[src/rtl/intpol2_d4_ctrl.sv]
// Sequencer for the 2nd-order interpolator: fills a 3-sample window, steps the
// phase accumulator and hands (window, mu) pairs to the polynomial stage.
module intpol2_d4_ctrl #(
  parameter int DATA_WIDTH   = 32,
  parameter int N_bits       = 2,
  parameter int SAMPLE_WIDTH = 16
) (
  input  logic                         clk,
  input  logic                         rstn,
  input  logic                         clear,
  input  logic                         start,
  input  logic                         stop,
  input  logic [DATA_WIDTH+N_bits-1:0] step,
  input  logic                         s_valid,
  output logic                         s_ready,
  input  logic [SAMPLE_WIDTH-1:0]      s_data,
  output logic                         acc_clear,
  output logic                         acc_en,
  output logic [DATA_WIDTH+N_bits-1:0] acc_x,
  input  logic [DATA_WIDTH+N_bits-1:0] acc_xi,
  output logic                         o_valid,
  input  logic                         o_ready,
  output logic [SAMPLE_WIDTH-1:0]      o_p0,
  output logic [SAMPLE_WIDTH-1:0]      o_p1,
  output logic [SAMPLE_WIDTH-1:0]      o_p2,
  output logic [DATA_WIDTH-1:0]        o_mu,
  output logic                         busy,
  output logic                         err
);

  localparam int W = DATA_WIDTH + N_bits;
  localparam logic [W-1:0] ONE     = W'(1) << DATA_WIDTH;
  localparam logic [W-1:0] NEG_ONE = ~ONE + W'(1);

  typedef enum logic [2:0] {
    IDLE,
    FILL,
    RUN,
    CHECK,
    SHIFT
  } state_t;

  state_t                  state;
  logic [W-1:0]            step_q;
  logic [1:0]              fill_cnt;
  logic [SAMPLE_WIDTH-1:0] p0_q, p1_q, p2_q;

  logic step_bad;
  logic s_hs;
  logic o_hs;
  logic start_ok;

  // NOTE: handshake outputs are decoded combinationally from the state so a
  // transfer completes in the cycle it is offered; clear masks them so an abort
  // never moves the window or the accumulator.
  assign step_bad = (step == '0) || (step > ONE);
  assign s_ready  = !clear && ((state == FILL) || (state == SHIFT));
  assign o_valid  = !clear && (state == RUN);
  assign s_hs     = s_valid && s_ready;
  assign o_hs     = o_valid && o_ready;
  assign start_ok = (state == IDLE) && start && !stop && !step_bad;

  assign acc_clear = clear || start_ok;
  assign acc_en    = o_hs || (s_hs && (state == SHIFT));
  assign busy      = (state != IDLE);

  assign o_p0 = p0_q;
  assign o_p1 = p1_q;
  assign o_p2 = p2_q;
  assign o_mu = acc_xi[DATA_WIDTH-1:0];

  always_comb begin
    acc_x = '0;
    if (o_hs)
      acc_x = step_q;
    else if (s_hs && (state == SHIFT))
      acc_x = NEG_ONE;
  end

  // NOTE: every register here, window included, uses <= and is cleared by the
  // async reset so the block leaves reset with all-zero outputs.
  always_ff @(posedge clk or negedge rstn) begin
    if (!rstn) begin
      state    <= IDLE;
      step_q   <= '0;
      fill_cnt <= '0;
      p0_q     <= '0;
      p1_q     <= '0;
      p2_q     <= '0;
      err      <= 1'b0;
    end else if (clear) begin
      state <= IDLE;
    end else begin
      if (s_hs) begin
        p0_q <= p1_q;
        p1_q <= p2_q;
        p2_q <= s_data;
      end

      unique case (state)
        IDLE: begin
          if (start && !stop) begin
            if (step_bad) begin
              err <= 1'b1;
            end else begin
              err      <= 1'b0;
              step_q   <= step;
              fill_cnt <= '0;
              state    <= FILL;
            end
          end
        end
        FILL: begin
          if (s_hs) begin
            fill_cnt <= fill_cnt + 2'd1;
            if (fill_cnt == 2'd2)
              state <= RUN;
          end
        end
        RUN: begin
          if (o_hs)
            state <= CHECK;
        end
        CHECK: begin
          // acc_xi already includes the increment issued in the previous cycle
          if (acc_xi[W-1:DATA_WIDTH] != '0)
            state <= SHIFT;
          else
            state <= RUN;
        end
        SHIFT: begin
          if (s_hs)
            state <= CHECK;
        end
        default: state <= IDLE;
      endcase

      if (stop)
        state <= IDLE;
    end
  end

endmodule

[config.mk]
export PLATFORM = sky130hd
export DESIGN_NAME = intpol2_d4_ctrl
export DESIGN_NICKNAME = d
export VERILOG_FILES = /design/src/rtl/intpol2_d4_ctrl.sv
export SDC_FILE = /design/constraint.sdc
export NUM_CORES = 1
export LEC_CHECK = 0
export CAP_MARGIN = 0
export CORE_MARGIN = 2
export CORE_UTILIZATION = 28
export CTS_CLUSTER_DIAMETER = 60
export DETAILED_ROUTE_END_ITERATION = 8
export PLACE_DENSITY = 0.65
export SLEW_MARGIN = 20
export SYNTH_ARGS = -nofsm -noshare
export SYNTH_HDL_FRONTEND = slang
export SYNTH_SLANG_ARGS = --single-unit
export TNS_END_PERCENT = 100
[constraint.sdc]
create_clock -name clk -period 2.31 [get_ports clk]
set_input_delay 0.462 -clock clk [delete_from_list [all_inputs] [get_ports clk]]
set_output_delay 0.462 -clock clk [all_outputs]
set_load 0.01 [all_outputs]
==> results.cfg <==
[routing]
routedWlPerCell_um = 16.5
routed_wl_um = 11100
drc = 0
via_count = 3060
postRouteAntennaNets = 0
vias_per_cell = 4.57
dr.pass1.iters = 4
drt_iter0_drc = 77

[flow_run]
cap_violations = 0

[clock_tree]
clock-sinks = 88
cts_tree = done
h-tree-depth = 3
clock_path_buffers = 2
cts_inserted_buffers = 9
clk_latency_ps = 340
clock-root-buffer = clkbuf_16
path_clk_slew_ps = 60
postCtsHoldBufs = 0

[min_path]
hold_class = in2async

[floorplanning]
ioPinCount = 211
core_mm2 = 0.0146
dieArea_mm2 = 0.0161
die_w_um = 127
initial_utilization_pct = 28.9
num_rows = 44
die_h_um = 127

[sta]
finalCritPeriodShare_pct = 112
max_freq_ghz = 0.387
whs_ps = 108
setup_viol = 1
finalClockSkew_ps = 5.40
fin_crit_ps = 2580
worst_pin_slew_ps = 563
max-slew-margin-rel_pct = 62.5
setup_slack_ps = -271
drv_slew = 0
rsz0062_at_grt = yes
hold_viol_final = 0

[yosys]
synth-async-reset-ratio_pct = 100
yosys_register_bits = 88
synth.distinct_cells = 43
seq_area_frac_synth_pct = 52.0
ys_warn_count = 0
synth_top_cell_area_share_pct = 52.0
synth_area_leaders = dfrtp_1 (52%), mux2_4 (10%), mux2_2 (8.8%)
synth_area_leader_cell = dfrtp_1
synth_nets = 413
synth_ff_type = dfrtp_1
synth-edff-count = 0
syn_area_mm2 = 0.00423
netlist_instances = 321
syn_avg_cell_area_um2 = 13.2

[placed_design]
portBuffers = 146
dp_slack_ps = -1170
place_inst = 638
placed_area_mm2 = 0.00591
gp_congestion = 0.834
hpwl_um = 7470

[cells_and_area]
num-nets-final = 573
synthToLayoutAreaGrowth_pct = 51.2
finalInstanceArea_mm2 = 0.00640
fin_util_pct = 43.7
drive_gt1_share_pct = 39.5
fin_cells = 670
nFillCells = 1387
diodes = 0

[setup_path]
end_kind = output pin
crit_arrival_ps = 2120
r2r_slack_ps = 90
cp-start-kind = input pin
endpoint = acc_clear
timing.rr.start = state[0]
reg2reg_depth = 11
cp_max_fo = 2
cp-startpoint = step[17]
rr_endpoint = step_q[5]
required_ps = 1850
crit_type = in2out

[power]
ir_drop_uv = 283
cellPowerDensity_mw_per_mm2 = 629
p_leak_uw = 0.00301

[global_routing]
antenna_found_initial = 0
grt_max_degree = 49
grt_util_all_layers_pct = 13.7
grt_pass1_wl_um = 17300
first_global_vias = 3293
grt_overflow_total = 0

[outcome]
violations = setup timing
status = finished with violations
[metrics by stage]
stage / TNS (ps) / total power, uW
finish: -271 / 4020
CTS: -756 / 4080
global placement: -33520 / 2530
detailed placement: -33200 / 2550
global route: -416 / 4230
floorplan: 0 / 2230
[logic make-up (layout without fill, tap and decap cells)]
group                    count (synthesis)  count (layout)  share of synthesized area, %
adder cells (fa/ha/maj)                  1               1                         0.296
buffers and inverters                   49             214                          8.31
multiplexers                            82              82                          24.4
AND/OR/NAND/NOR                         79              79                          11.2
AO/OA/AOI/OAI                           21              21                          3.55
XOR/XNOR                                 1               1                         0.207
flip-flops                              88              88                          52.0
[worst max-delay path: stages]
cell and delay (ps):
clkdlybuf4s15_1 210, nor4_2 340, nand4_1 210, nor2_2 180, mux2_4 340, a31o_4 250, buf_6 120
[sequential cells by signal, summed over array words and instances (netlist names)]
name      cells
err           1
fill_cnt      2
o_p0         16
step_q       34
o_p1         16
o_p2         16
state         3
[Yosys cell counts, drive strengths merged, types with 2 or more instances]
master	count
dfrtp	88
mux2	82
buf	43
and2	32
nor2	10
nor4	9
a21oi	5
clkbuf	5
nand2	5
nor3	4
nand2b	3
o21a	3
o21ai	3
a21boi	2
a31o	2
and3	2
nand3	2
nand4	2
nor2b	2
nor3b	2
o211ai	2
[per-layer routing]
layer,global-route usage [%],up-vias,part of all wire [%]
li1,-,1414,-
met4,5.69,0,2.5
met2,23.1,95,51
met5,0,-,0
met1,16.9,1523,42
met3,3.37,28,4.9
[cell type report]
type	count	area (um2)	share of cell area [%]
well taps	184	230	3.60
repair buffers	197	1820	28.5
clock inverters	5	55.1	0.860
clock buffers	11	253	3.95
inverters	1	3.75	0.0587
multi-input cells	184	1830	28.6
flip-flops and latches	88	2210	34.5
[placed cells by master, fill, tap and decap left out, types with 4 or more instances in the layout]
master / Yosys / final
dfrtp_1: 88 / 85
clkdlybuf4s50_1: 0 / 71
buf_4: 33 / 41
and2_1: 32 / 31
mux2_4: 29 / 31
mux2_2: 33 / 31
clkdlybuf4s15_1: 0 / 24
mux2_1: 20 / 20
buf_2: 5 / 17
dlygate4sd2_1: 0 / 15
clkbuf_2: 0 / 12
clkbuf_16: 0 / 11
nor2_1: 10 / 7
buf_12: 0 / 7
nor4_2: 0 / 5
buf_6: 5 / 5
a21oi_1: 5 / 4
[how the worst min path moves through the flow]
stage / end / slack [ps] / cells after the start
final: step_q[26] / 110 / 1
after global routing: step_q[26] / 140 / 1
after CTS: step_q[23] / 120 / 1
after detailed placement: step_q[26] / 490 / 1
after global placement: o_p0[0] / 480 / 1
after floorplan: err / 170 / 0
[where the power goes]
part	total, uW	switching [uW]	leakage (uW)	internal [uW]
logic	667	219	0.00173	448
registers	1870	118	0.00114	1750
clock network	1490	593	0.000148	893
[timing repair]
action                     in CTS  in global routing
buffers inserted               13                  4
hold endpoints to repair        0                  0
cloned                          1                  2
gates resized for setup       164                 62
pin swaps                      14                 18
setup endpoints to repair      73                 57
(Power assumes the default switching activity.)
